==> src/rtl/dmem_arbiter_pkg.sv <==
// Shared encodings and defaults for the data-memory sequencer/arbiter.
package dmem_arb_pkg;

  typedef enum logic [1:0] {
    IDLE   = 2'd0,
    ACCESS = 2'd1,
    RESP   = 2'd2
  } state_t;

  typedef enum logic {
    OWN_CPU = 1'b0,
    OWN_DMA = 1'b1
  } owner_t;

  localparam logic [31:0] DEF_BASE_ADDR   = 32'd1024;
  localparam int          DEF_DEPTH_WORDS = 64;

  // Word-aligned and inside [base, base + 4*depth), unsigned 32-bit compare.
  function automatic logic addr_in_range(input logic [31:0] addr,
                                         input logic [31:0] base,
                                         input logic [31:0] depth);
    logic [31:0] lim;
    lim = base + (depth << 2);
    return (addr[1:0] == 2'b00) && (addr >= base) && (addr < lim);
  endfunction

endpackage

==> src/rtl/dmem_arbiter_if.sv <==
// Bundle of the cpu, dma and memory-side signals around dmem_arbiter.
interface dmem_arbiter_if;
  logic        cpu_rd;
  logic        cpu_wr;
  logic [31:0] cpu_addr;
  logic [31:0] cpu_wdata;
  logic [31:0] cpu_rdata;
  logic        cpu_ready;
  logic        cpu_err;
  logic        cpu_freeze;

  logic        dma_req;
  logic        dma_we;
  logic [31:0] dma_addr;
  logic [31:0] dma_wdata;
  logic [31:0] dma_rdata;
  logic        dma_ack;
  logic        dma_err;

  logic        mem_rd;
  logic        mem_wr;
  logic [31:0] mem_addr;
  logic [31:0] mem_wdata;
  logic [31:0] mem_rdata;

  modport slave (
    input  cpu_rd, cpu_wr, cpu_addr, cpu_wdata,
    output cpu_rdata, cpu_ready, cpu_err, cpu_freeze,
    input  dma_req, dma_we, dma_addr, dma_wdata,
    output dma_rdata, dma_ack, dma_err,
    output mem_rd, mem_wr, mem_addr, mem_wdata,
    input  mem_rdata
  );

  modport master (
    output cpu_rd, cpu_wr, cpu_addr, cpu_wdata,
    input  cpu_rdata, cpu_ready, cpu_err, cpu_freeze,
    output dma_req, dma_we, dma_addr, dma_wdata,
    input  dma_rdata, dma_ack, dma_err,
    input  mem_rd, mem_wr, mem_addr, mem_wdata,
    output mem_rdata
  );
endinterface

==> src/rtl/dmem_arbiter_rr_arbiter2.sv <==
// Two-way round-robin arbiter; ptr names the port favoured on the next tie.
module rr_arbiter2
  import dmem_arb_pkg::*;
(
  input  logic       clk,
  input  logic       rst,
  input  logic [1:0] req,
  input  logic       update,
  input  owner_t     served,
  output logic [1:0] grant,
  output owner_t     ptr
);

  always_comb begin
    grant = req;
    if (req == 2'b11) grant = (ptr == OWN_DMA) ? 2'b10 : 2'b01;
  end

  // After serving a port, the other one wins the next tie.
  always_ff @(posedge clk or posedge rst) begin
    if (rst)         ptr <= OWN_CPU;
    else if (update) ptr <= (served == OWN_CPU) ? OWN_DMA : OWN_CPU;
  end

endmodule

==> src/rtl/dmem_arbiter.sv <==
// Wait-state sequencer and cpu/dma arbiter in front of the data memory.
// Define DMEM_ARB_DMA_EN to enable the dma port; otherwise cpu always owns it.
module dmem_arbiter
  import dmem_arb_pkg::*;
#(
  parameter int          WAIT_CYCLES = 3,
  parameter logic [31:0] BASE_ADDR   = DEF_BASE_ADDR,
  parameter int          DEPTH_WORDS = DEF_DEPTH_WORDS
) (
  input  logic           clk,
  input  logic           rst,
  dmem_arbiter_if.slave  bus
);

  state_t      state, state_n;
  logic [3:0]  cnt;
  owner_t      owner_q;
  logic [31:0] addr_q, wdata_q, rdata_q;
  logic        we_q, err_q;

  logic        cpu_req, dma_req, resp, start;
  logic [1:0]  grant;
  logic        sel_dma, sel_we, sel_ok;
  logic [31:0] sel_addr, sel_wdata;
  owner_t      unused_rr_ptr;

  assign cpu_req = bus.cpu_rd | bus.cpu_wr;
  assign resp    = (state == RESP);

`ifdef DMEM_ARB_DMA_EN
  assign dma_req       = bus.dma_req;
  assign bus.dma_ack   = resp & (owner_q == OWN_DMA);
  assign bus.dma_err   = bus.dma_ack & err_q;
  assign bus.dma_rdata = bus.dma_ack ? rdata_q : 32'd0;
`else
  logic unused_dma_req;
  assign unused_dma_req = bus.dma_req;
  assign dma_req        = 1'b0;
  assign bus.dma_ack    = 1'b0;
  assign bus.dma_err    = 1'b0;
  assign bus.dma_rdata  = 32'd0;
`endif

  rr_arbiter2 u_rr (
    .clk    (clk),
    .rst    (rst),
    .req    ({dma_req, cpu_req}),
    .update (resp),
    .served (owner_q),
    .grant  (grant),
    .ptr    (unused_rr_ptr)
  );

  // A cpu rd+wr pair is treated as a write.
  assign sel_dma   = grant[1];
  assign sel_addr  = sel_dma ? bus.dma_addr  : bus.cpu_addr;
  assign sel_wdata = sel_dma ? bus.dma_wdata : bus.cpu_wdata;
  assign sel_we    = sel_dma ? bus.dma_we    : bus.cpu_wr;
  assign sel_ok    = addr_in_range(sel_addr, BASE_ADDR, 32'(DEPTH_WORDS));
  assign start     = (state == IDLE) && (grant != 2'b00);

  always_ff @(posedge clk or posedge rst) begin
    if (rst) state <= IDLE;
    else     state <= state_n;
  end

  always_comb begin
    state_n = state;
    case (state)
      IDLE:    if (start) state_n = sel_ok ? ACCESS : RESP;
      ACCESS:  if (cnt == 4'd0) state_n = RESP;
      RESP:    state_n = IDLE;
      default: state_n = IDLE;
    endcase
  end

  // Transaction fields are frozen in IDLE so later request changes are ignored.
  always_ff @(posedge clk or posedge rst) begin
    if (rst) begin
      cnt     <= 4'd0;
      owner_q <= OWN_CPU;
      addr_q  <= 32'd0;
      wdata_q <= 32'd0;
      rdata_q <= 32'd0;
      we_q    <= 1'b0;
      err_q   <= 1'b0;
    end else if (start) begin
      cnt     <= 4'(WAIT_CYCLES - 1);
      owner_q <= sel_dma ? OWN_DMA : OWN_CPU;
      addr_q  <= sel_addr;
      wdata_q <= sel_wdata;
      rdata_q <= 32'd0;
      we_q    <= sel_we;
      err_q   <= ~sel_ok;
    end else if (state == ACCESS) begin
      if (cnt != 4'd0) cnt <= cnt - 4'd1;
      else if (!we_q)  rdata_q <= bus.mem_rdata;
    end
  end

  // Memory strobes decode straight from state so an async reset kills them at once.
  assign bus.mem_rd    = (state == ACCESS) & ~we_q;
  assign bus.mem_wr    = (state == ACCESS) & we_q & (cnt == 4'd0);
  assign bus.mem_addr  = addr_q;
  assign bus.mem_wdata = wdata_q;

  assign bus.cpu_ready  = resp & (owner_q == OWN_CPU);
  assign bus.cpu_err    = bus.cpu_ready & err_q;
  assign bus.cpu_rdata  = bus.cpu_ready ? rdata_q : 32'd0;
  assign bus.cpu_freeze = cpu_req & ~bus.cpu_ready;

endmodule

==> src/flat_wrapper.sv <==
// flat-port wrapper written by rule: the top's interface ports become plain ports
module dmem_arbiter_flat import dmem_arb_pkg::*;
#(
  parameter int          WAIT_CYCLES = 3,
  parameter logic [31:0] BASE_ADDR   = DEF_BASE_ADDR,
  parameter int          DEPTH_WORDS = DEF_DEPTH_WORDS
)
  (clk, rst, bus_cpu_rd, bus_cpu_wr, bus_cpu_addr, bus_cpu_wdata, bus_cpu_rdata, bus_cpu_ready, bus_cpu_err, bus_cpu_freeze, bus_dma_req, bus_dma_we, bus_dma_addr, bus_dma_wdata, bus_dma_rdata, bus_dma_ack, bus_dma_err, bus_mem_rd, bus_mem_wr, bus_mem_addr, bus_mem_wdata, bus_mem_rdata);
  dmem_arbiter_if bus_i ();
  input  logic clk;
  input  logic rst;
  input wire logic [$bits(bus_i.cpu_rd)-1:0] bus_cpu_rd;
  input wire logic [$bits(bus_i.cpu_wr)-1:0] bus_cpu_wr;
  input wire logic [$bits(bus_i.cpu_addr)-1:0] bus_cpu_addr;
  input wire logic [$bits(bus_i.cpu_wdata)-1:0] bus_cpu_wdata;
  output wire logic [$bits(bus_i.cpu_rdata)-1:0] bus_cpu_rdata;
  output wire logic [$bits(bus_i.cpu_ready)-1:0] bus_cpu_ready;
  output wire logic [$bits(bus_i.cpu_err)-1:0] bus_cpu_err;
  output wire logic [$bits(bus_i.cpu_freeze)-1:0] bus_cpu_freeze;
  input wire logic [$bits(bus_i.dma_req)-1:0] bus_dma_req;
  input wire logic [$bits(bus_i.dma_we)-1:0] bus_dma_we;
  input wire logic [$bits(bus_i.dma_addr)-1:0] bus_dma_addr;
  input wire logic [$bits(bus_i.dma_wdata)-1:0] bus_dma_wdata;
  output wire logic [$bits(bus_i.dma_rdata)-1:0] bus_dma_rdata;
  output wire logic [$bits(bus_i.dma_ack)-1:0] bus_dma_ack;
  output wire logic [$bits(bus_i.dma_err)-1:0] bus_dma_err;
  output wire logic [$bits(bus_i.mem_rd)-1:0] bus_mem_rd;
  output wire logic [$bits(bus_i.mem_wr)-1:0] bus_mem_wr;
  output wire logic [$bits(bus_i.mem_addr)-1:0] bus_mem_addr;
  output wire logic [$bits(bus_i.mem_wdata)-1:0] bus_mem_wdata;
  input wire logic [$bits(bus_i.mem_rdata)-1:0] bus_mem_rdata;
  assign bus_i.cpu_rd = bus_cpu_rd;
  assign bus_i.cpu_wr = bus_cpu_wr;
  assign bus_i.cpu_addr = bus_cpu_addr;
  assign bus_i.cpu_wdata = bus_cpu_wdata;
  assign bus_cpu_rdata = bus_i.cpu_rdata;
  assign bus_cpu_ready = bus_i.cpu_ready;
  assign bus_cpu_err = bus_i.cpu_err;
  assign bus_cpu_freeze = bus_i.cpu_freeze;
  assign bus_i.dma_req = bus_dma_req;
  assign bus_i.dma_we = bus_dma_we;
  assign bus_i.dma_addr = bus_dma_addr;
  assign bus_i.dma_wdata = bus_dma_wdata;
  assign bus_dma_rdata = bus_i.dma_rdata;
  assign bus_dma_ack = bus_i.dma_ack;
  assign bus_dma_err = bus_i.dma_err;
  assign bus_mem_rd = bus_i.mem_rd;
  assign bus_mem_wr = bus_i.mem_wr;
  assign bus_mem_addr = bus_i.mem_addr;
  assign bus_mem_wdata = bus_i.mem_wdata;
  assign bus_i.mem_rdata = bus_mem_rdata;
  dmem_arbiter #(.WAIT_CYCLES(WAIT_CYCLES), .BASE_ADDR(BASE_ADDR), .DEPTH_WORDS(DEPTH_WORDS)) u_core (.clk(clk), .rst(rst), .bus(bus_i));
endmodule
==> config.mk <==
export PLATFORM = sky130hd
export DESIGN_NAME = dmem_arbiter_flat
export DESIGN_NICKNAME = d
export VERILOG_FILES = /design/src/rtl/dmem_arbiter_pkg.sv /design/src/rtl/dmem_arbiter_if.sv /design/src/rtl/dmem_arbiter_rr_arbiter2.sv /design/src/rtl/dmem_arbiter.sv /design/src/flat_wrapper.sv
export SDC_FILE = /design/constraint.sdc
export NUM_CORES = 1
export LEC_CHECK = 0
export ABC_AREA = 1
export BUFFER_PORTS_ARGS = -buffer_cell sky130_fd_sc_hd__buf_2
export CORE_AREA = 2 2 118 120
export DETAILED_ROUTE_END_ITERATION = 10
export DIE_AREA = 0 0 120 122
export GPL_TIMING_DRIVEN = 0
export PLACE_DENSITY_LB_ADDON = 0.25
export SKIP_CTS_REPAIR_TIMING = 1
export SLEW_MARGIN = 20
export SYNTH_ARGS = -nofsm -noshare
export SYNTH_HDL_FRONTEND = slang
export SYNTH_SLANG_ARGS = --single-unit
==> constraint.sdc <==
create_clock -name clk -period 7.05 [get_ports clk]
set_input_delay 1.41 -clock clk [delete_from_list [all_inputs] [get_ports clk]]
set_output_delay 1.41 -clock clk [all_outputs]
set_load 0.02 [all_outputs]
==> results of run 1 <==
==> where the power goes <==
group / leakage, nW / total (mW) / switching [mW] / internal (mW)
clock network: 0.155 / 0.521 / 0.217 / 0.304
registers: 1.33 / 0.701 / 0.0361 / 0.665
logic: 2.13 / 0.375 / 0.245 / 0.130
==> cell usage in the layout, fill, tap and decap left out <==
cell type	netlist	final
clkinvlp_4	0	1
inv_2	2	2
nor3_1	1	1
o21ai_0	7	7
nand2_1	205	205
clkbuf_16	0	9
inv_4	1	1
clkinv_2	0	1
buf_2	16	216
bufinv_16	0	1
dfrtp_1	104	104
buf_6	6	6
buf_16	0	1
ha_1	1	1
clkbuf_8	0	3
buf_4	38	38
inv_6	0	1
clkinv_4	0	1
o21ai_1	32	32
nor3_4	1	1
nor2_4	1	1
nand3_1	35	35
inv_1	42	41
nand2_4	1	1
nor2_1	57	57
a21oi_1	6	6
conb_1	1	34
==> tightest hold or removal path: stages, from the launching register on <==
cell and delay [ps]:
dfrtp_1 340, nand2_1 50, nand2_1 40
==> layout make-up <==
type                    count  area share (%)
clock inverters             4           0.808
inverters                  45            2.78
clock buffers              12            4.20
flip-flops and latches    104            41.0
repair buffers            201            16.2
multi-input cells         381            24.7
well taps                 180            3.55
plain buffers              60            6.82
==> routing by layer <==
layer / track usage (%) / share of wire, %
met1: 21.5 / 45
met2: 24.0 / 45
met3: 4.45 / 8.4
met4: 5.74 / 1.4
met5: 0 / 0
==> state kept, by name (all words and copies together) (netlist names) <==
name / count
u_core.bus.mem_addr: 32
u_core.cnt: 4
u_core.we_q: 1
u_core.rdata_q: 32
u_core.state: 2
u_core.err_q: 1
u_core.bus.mem_wdata: 32
==> cells by family (layout without fill, tap and decap cells) <==
group / count (synthesis) / in the layout / share of synthesized area, %
AOI/OAI and AO/OA: 45 / 45 / 4.84
DFF: 104 / 104 / 56.0
buffers and inverters: 105 / 322 / 13.0
other: 1 / 34 / 0.0806
adders and majority gates: 1 / 1 / 0.269
and+or+nand+nor: 301 / 301 / 25.9
==> worst paths after layout <==
kind / startpoint / end / slack [ps] / depth (start not counted)
setup / recovery: bus_cpu_wr / bus_cpu_freeze / 3610 / 4
hold / removal: u_core.bus.mem_wdata[6] / u_core.bus.mem_wdata[6] / 470 / 2
setup reg to reg: u_core.cnt[0] / u_core.rdata_q[1] / 5550 / 8
hold reg to reg: u_core.bus.mem_wdata[6] / u_core.bus.mem_wdata[6] / 470 / 2
max in group asynchronous: rst / u_core.cnt[3] / 5350 / 3
min in group asynchronous: rst / u_core.bus.mem_wdata[17] / 1030 / 2
==> qor.csv, run 1 <==
metric;value;unit
design_area;0.00635;mm^2
cp.required;5640;ps
cts_htree_levels;3;
dieArea;0.0146;mm^2
criticalPathCategory;input pin to output port;
post-dp-hpwl;8440;um
multi_input_area;0.00157;mm^2
setup_violations;0;
synth.area.top_cells;dfrtp_1 56%, nand2_1 17%, buf_4 6.1%, nor2_1 4.6%, nand3_1 3.8%;
dpl_cell_area;0.00603;mm^2
fin_tns_setup;0;ps
ir_worst_vdd;0.000131;V
syn_area_per_cell;8.35;um^2
grt_pass1_wl;18500;um
slowest_stage;nor2_1;
min_period_over_period;48.7;%
ys_seq_area_share;56.0;%
clock.fmax;0.291;GHz
postSynthCellCount;557;
yosysMostFrequentCell;nand2_1;
cts_root_buffer;clkbuf_16;
p_total;1.60;mW
post-route-util;47.0;%
dp.cells;971;
clock-sinks;104;
status;finished clean;
power_density;252;mW/mm^2
critPathLaunchType;input pin;
synth_commonest_cells;205 x nand2_1, 104 x dfrtp_1, 57 x nor2_1, 42 x inv_1, 38 x buf_4;
cts.clk_slew.worst_paths;70;ps
num_vias;4099;
min_period;3440;ps
grt_overflow;0;
io_pins;301;
core_area;0.0135;mm^2
grt_pass1_vias;3793;
leakage;3.61;nW
cts_max_path_buffers;2;
die_height;122;um
cts_buffers;9;
finalHoldViolations;0;
drv_slew;0;
post-place-ws;3590;ps
io_buffers;200;
fin_skew;4.86;ps
synth.top_cell.area_share;56.0;%
synth_warnings;0;
synthArstFlopShare;100;%
ys_types;19;
arrival;2030;ps
n_antenna_cell;0;
worstPathCellList;buf_2 -> nor2_1 -> nor2_1 -> buf_2;
gp_congestion;0.739;
cp_num_buf_inv;2;
regArea;0.00260;mm^2
route.detailed.drc;0;
rows;43;
drt_iter0_drc;248;
grtUsageTotal;15.8;%
layout-drive-gt1-share;35.2;%
grt_setup_unrepaired;no;
whs;466;ps
min_path_type;flip-flop to flip-flop;
final_nets;969;
cp_max_fo;2;
ant_nets;0;
synth-seq-cells;104;
dr.pass1.iters;5;
areaGrowthSynthToFinish;36.6;%
cp_top_family;simple AND/OR/NAND/NOR gates;
viasPerCell;4.15;
antenna_found_initial;0;
syn_area;0.00465;mm^2
totalWireLength;11400;um
grt_max_degree;73;
synth_largest_area_cell;dfrtp_1;
start_util;34.4;%
wl_per_cell;11.5;um
cts_tree;built;
dieWidth;120;um
crit_path_end_kind;output port;
setup_ws;3610;ps
final_cells;987;
slowest_delay;260;ps
synth_edf_count;0;
maxCapViolations;0;
num-fill-cells;1401;
insertion_delay;350;ps
synthFlopType;dfrtp_1;
No activity file was read; power rests on OpenSTA's default activity.
==> run 2: changes to the inputs <==
--- a/config.mk
+++ b/config.mk
@@ -7,9 +7,9 @@
 export LEC_CHECK = 0
 export ABC_AREA = 1
 export BUFFER_PORTS_ARGS = -buffer_cell sky130_fd_sc_hd__buf_2
-export CORE_AREA = 2 2 118 120
+export CORE_AREA = 2 2 117 119
 export DETAILED_ROUTE_END_ITERATION = 10
-export DIE_AREA = 0 0 120 122
+export DIE_AREA = 0 0 119 121
 export GPL_TIMING_DRIVEN = 0
 export PLACE_DENSITY_LB_ADDON = 0.25
 export SKIP_CTS_REPAIR_TIMING = 1
==> constraint.sdc (replaced) <==
create_clock -name clk -period 3.08 [get_ports clk]
set_input_delay 0.616 -clock clk [delete_from_list [all_inputs] [get_ports clk]]
set_output_delay 0.616 -clock clk [all_outputs]
set_load 0.02 [all_outputs]
==> run 2 against run 1 <==
  * Critical path depth is 2 higher
  * Sequential power increased by 130%
  * Worst hold slack worse by 200 ps
  * Final area increased by 0.45%
  * Clock power rose by 140%
  * Sequential share of layout area shrank 0.18 points
==> qor.csv, run 2 (synthesis results as in run 1) <==
metric;value;unit;change
num-fill-cells;1336;;-4.6%
num_vias;4102;;+0.073%
cp_max_fo;10;;+8
final_common_cell;buf_2;;
layout-drive-gt1-share;35.3;%;+0.080 points
io_buffers;200;;unchanged
finalHoldViolations;0;;unchanged
final_cell_mix;216 x buf_2, 205 x nand2_1, 104 x dfrtp_1, 57 x nor2_1, 41 x inv_1;;
grt_max_degree;32;;-56%
cts_max_path_buffers;2;;unchanged
status;finished clean;;
cts.clk_slew.worst_paths;70;ps;about the same
rows;42;;-2.3%
cts_root_buffer;clkbuf_16;;
areaGrowthSynthToFinish;37.2;%;
fin_skew;6.08;ps;+1.22 ps
min_period_over_period;75.4;%;
start_util;35.5;%;+1.1 points
gp_congestion;0.766;;+3.5%
criticalPathCategory;flip-flop to output port;;
dieWidth;119;um;-0.83%
antenna_found_initial;0;;unchanged
grt_overflow;0;;unchanged
grt_pass1_wl;19400;um;+5.0%
maxCapViolations;0;;unchanged
cts_buffers;9;;unchanged
drt_iter0_drc;142;;-43%
post-dp-hpwl;8740;um;+3.5%
dr.pass1.iters;4;;-1
route.detailed.drc;0;;unchanged
totalWireLength;11600;um;+2.2%
ant_nets;0;;unchanged
arrival;1710;ps;-320 ps
grt_pass1_vias;3989;;+5.2%
final_nets;971;;+0.21%
crit_path_end_kind;output port;;
core_area;0.0131;mm^2;-3.1%
viasPerCell;4.17;;+0.38%
cts_htree_levels;3;;unchanged
leakage;3.62;nW;+0.30%
dieArea;0.0144;mm^2;-1.6%
io_pins;301;;unchanged
n_antenna_cell;0;;unchanged
insertion_delay;350;ps;about the same
p_total;3.71;mW;+130%
min_period;2320;ps;
setup_violations;0;;unchanged
ir_worst_vdd;0.000304;V;+130%
power_density;581;mW/mm^2;+130%
fin_tns_setup;0;ps;unchanged
die_height;121;um;-0.82%
cts_tree;built;;
clock-sinks;104;;unchanged
drv_slew;0;;unchanged
grt_setup_unrepaired;no;;
wl_per_cell;11.8;um;+2.5%
grtUsageTotal;16.9;%;+1.1 points
critPathLaunchType;flip-flop;;
clock.fmax;0.430;GHz;
post-route-util;48.8;%;+1.7 points
cp.required;2460;ps;-3180 ps
min_path_type;input pin to asynchronous set/reset pin;;
==> run 2: path summary, 6_finish.rpt <==
path,from,to,slack [ps],depth (start not counted)
max,u_core.state[1],bus_cpu_rdata[21],760,6
min,rst,u_core.bus.mem_addr[23],270,2
max in group asynchronous,rst,u_core.rdata_q[3],2320,3
min in group clk,bus_cpu_wdata[4],u_core.bus.mem_wdata[4],460,3
max reg2reg,u_core.cnt[0],u_core.rdata_q[22],1580,8
min reg2reg,u_core.bus.mem_wdata[14],u_core.bus.mem_wdata[14],460,2
==> run 2: metrics by stage <==
stage | cells | cell area (um^2) | setup slack, ps | hold slack [ps]
floorplan | 590 | 4780 | 1020 | 465
CTS | 984 | 6380 | 717 | 263
finish | 984 | 6380 | 757 | 267
global placement | 966 | 6000 | 433 | 450
detailed placement | 969 | 6060 | 1110 | 453
global route | 984 | 6380 | 626 | 282
==> run 2: metal layers <==
layer | wire length, um | track usage, % | vias up
li1 | - | - | 2128
met1 | 5120 | 21.9 | 1805
met2 | 5310 | 26.3 | 151
met3 | 924 | 4.93 | 18
met4 | 246 | 7.66 | 0
met5 | 0 | 0 | -
==> run 2: worst max-delay path, cell delays in order, from the launching register on <==
cell	delay [ps]
dfrtp_1	420
inv_2	50
nor2_1	200
inv_1	180
buf_4	210
nor2_1	110
buf_2	190
==> run 2: layout make-up <==
class                           count  area [um^2]  share of cell area [%]
Buffer                             60          433                    6.79
Clock buffer                       10          239                    3.75
Clock inverter                      5         81.3                    1.27
Inverter                           45          175                    2.75
Multi-Input combinational cell    381         1570                    24.6
Sequential cell                   104         2600                    40.8
Tap cell                          176          220                    3.45
Timing Repair Buffer              203         1060                    16.6
==> run 2: power breakdown <==
group	switching [mW]	total [mW]	internal [mW]	leakage, nW
Sequential	0.0825	1.61	1.52	1.33
Clock	0.507	1.24	0.730	0.155
Combinational	0.563	0.863	0.300	2.14
==> run 3: changes to the inputs <==
==> constraint.sdc (replaced) <==
create_clock -name clk -period 1.87 [get_ports clk]
set_input_delay 0.374 -clock clk [delete_from_list [all_inputs] [get_ports clk]]
set_output_delay 0.374 -clock clk [all_outputs]
set_load 0.02 [all_outputs]
==> run 3 against run 2 <==
  * Final area is 2.7% higher
  * Die area did not move
  * Largest power group unchanged
  * Routed wire length up 1.3%
  * Clock-buffer cell count unchanged
  * Sequential power up 65%
==> qor.csv, run 3 (synthesis results as in run 1) <==
metric;value;unit;change
status;finished clean;;
arrival;1430;ps;-280 ps
cts_root_buffer;clkbuf_16;;
totalWireLength;11800;um;+1.3%
grt_overflow;0;;unchanged
io_buffers;200;;unchanged
grtUsageTotal;16.9;%;unchanged
clock.fmax;0.553;GHz;
drt_iter0_drc;145;;+2.1%
finalHoldViolations;0;;unchanged
maxCapViolations;0;;unchanged
p_switching;1.92;mW;+66%
ant_nets;0;;unchanged
gp_congestion;0.766;;unchanged
start_util;35.5;%;unchanged
worstPathCellList;inv_2 -> nor3_4 -> buf_6 -> buf_6;;
grt_pass1_vias;3989;;unchanged
slowest_stage;dfrtp_1;;
rows;42;;unchanged
multi_input_area;0.00162;mm^2;+3.4%
p_total;6.13;mW;+66%
min_path_type;input pin to asynchronous set/reset pin;;
cts_htree_levels;3;;unchanged
antenna_found_initial;0;;unchanged
cts_tree;built;;
cts.clk_slew.worst_paths;70;ps;about the same
layout-drive-gt1-share;38.3;%;+3.0 points
slowest_delay;400;ps;-20 ps
post-route-util;50.1;%;+1.3 points
worst_r2r_path_depth;8;;unchanged
drv_slew;0;;unchanged
setup_ws;62.0;ps;-695 ps
setup_violations;0;;unchanged
fin_skew;6.39;ps;+0.308 ps
power.internal;4.22;mW;+65%
regArea;0.00260;mm^2;about the same
min_period;1810;ps;
areaGrowthSynthToFinish;40.9;%;
cts_buffers;9;;unchanged
r2r_slack;400;ps;-1180 ps
final_cell_mix;205 x nand2_1, 189 x buf_2, 103 x dfrtp_1, 64 x buf_4, 41 x nor2_1;;
dieArea;0.0144;mm^2;unchanged
crit_path_end_kind;output port;;
n_antenna_cell;0;;unchanged
wl_per_cell;11.9;um;+0.87%
io_pins;301;;unchanged
final_nets;975;;+0.41%
cp-endpoint;bus_mem_rd;;
core_area;0.0131;mm^2;unchanged
cp_top_family;flip-flops;;
die_height;121;um;unchanged
viasPerCell;4.20;;+0.78%
insertion_delay;350;ps;about the same
power_density;936;mW/mm^2;+61%
worstReg2RegEnd;u_core.rdata_q[1];;
criticalPathCategory;flip-flop to output port;;
pwr-share-clk;33.3;%;about the same
grt_max_degree;32;;unchanged
route.detailed.drc;0;;unchanged
path_common_cell;buf_6;;
grt_setup_unrepaired;yes;;
min_period_over_period;96.7;%;
num_vias;4151;;+1.2%
dr.pass1.iters;4;;unchanged
post-place-ws;142;ps;-968 ps
post-dp-hpwl;8740;um;unchanged
cp_max_fo;5;;-5
switching_share;31.2;%;+0.14 points
startpoint;u_core.state[0];;
cp.required;1500;ps;-960 ps
num-fill-cells;1331;;-0.37%
leakage;3.64;nW;+0.50%
cts_max_path_buffers;2;;unchanged
sequentialPowerShare;43.1;%;-0.2 points
cp_num_buf_inv;3;;-1
ir_worst_vdd;0.000502;V;+65%
final_common_cell;nand2_1;;
worstReg2RegStart;u_core.cnt[0];;
critPathLaunchType;flip-flop;;
clock-sinks;104;;unchanged
cp.depth;4;;-2
dieWidth;119;um;unchanged
pwr-share-comb;23.5;%;+0.2 points
grt_pass1_wl;19400;um;unchanged
-- run 3: layer usage --
layer | GRT usage, % | share of wire (%) | vias to the layer above
li1 | - | - | 2139
met1 | 21.9 | 44 | 1848
met2 | 26.3 | 46 | 147
met3 | 4.93 | 7.6 | 17
met4 | 7.66 | 2.1 | 0
met5 | 0 | 0 | -
-- run 3: worst reg2reg max path, cell delays in order, from the launching register on --
cell and delay (ps):
dfrtp_1 380, inv_2 80, ha_2 190, nand3_2 120, inv_2 140, nand2_1 110, nand2_4 110, buf_6 150
o21ai_1 80
-- run 3: power groups by stage --
stage	combinational (mW)	sequential, mW	clock, mW
after floorplan	0.573	3.01	0
after global placement	1.42	2.68	0
after detailed placement	1.45	2.68	0
after CTS	1.45	2.65	2.10
after global routing	1.60	2.69	2.21
final	1.44	2.65	2.04
-- run 3: cell type report --
cell class	instances	area share, %
flip-flops and latches	104	39.7
multi-input cells	381	24.7
repair buffers	207	17.7
plain buffers	60	6.87
clock buffers	10	3.65
well taps	176	3.36
inverters	45	2.71
clock inverters	5	1.24
-- run 3: how the worst min path moves through the flow --
stage | endpoint | slack, ps | cells past startpoint
floorplan | u_core.cnt[1] | 470 | 2
global placement | u_core.bus.mem_wdata[18] | 450 | 2
detailed placement | u_core.bus.mem_wdata[30] | 400 | 2
CTS | u_core.bus.mem_wdata[30] | 20 | 2
global route | u_core.bus.mem_wdata[30] | 40 | 2
finish | u_core.bus.mem_addr[23] | 30 | 2
-- run 3: through the flow --
stage | instance area, um^2 | hold WS, ps | setup TNS (ps) | std cells
after floorplan | 4780 | 465 | 0 | 590
after global placement | 6000 | 450 | -54920 | 966
after detailed placement | 6060 | 400 | 0 | 969
after CTS | 6380 | 20.9 | -6430 | 984
after global routing | 6550 | 40.1 | -43.9 | 988
final | 6550 | 25.1 | 0 | 988
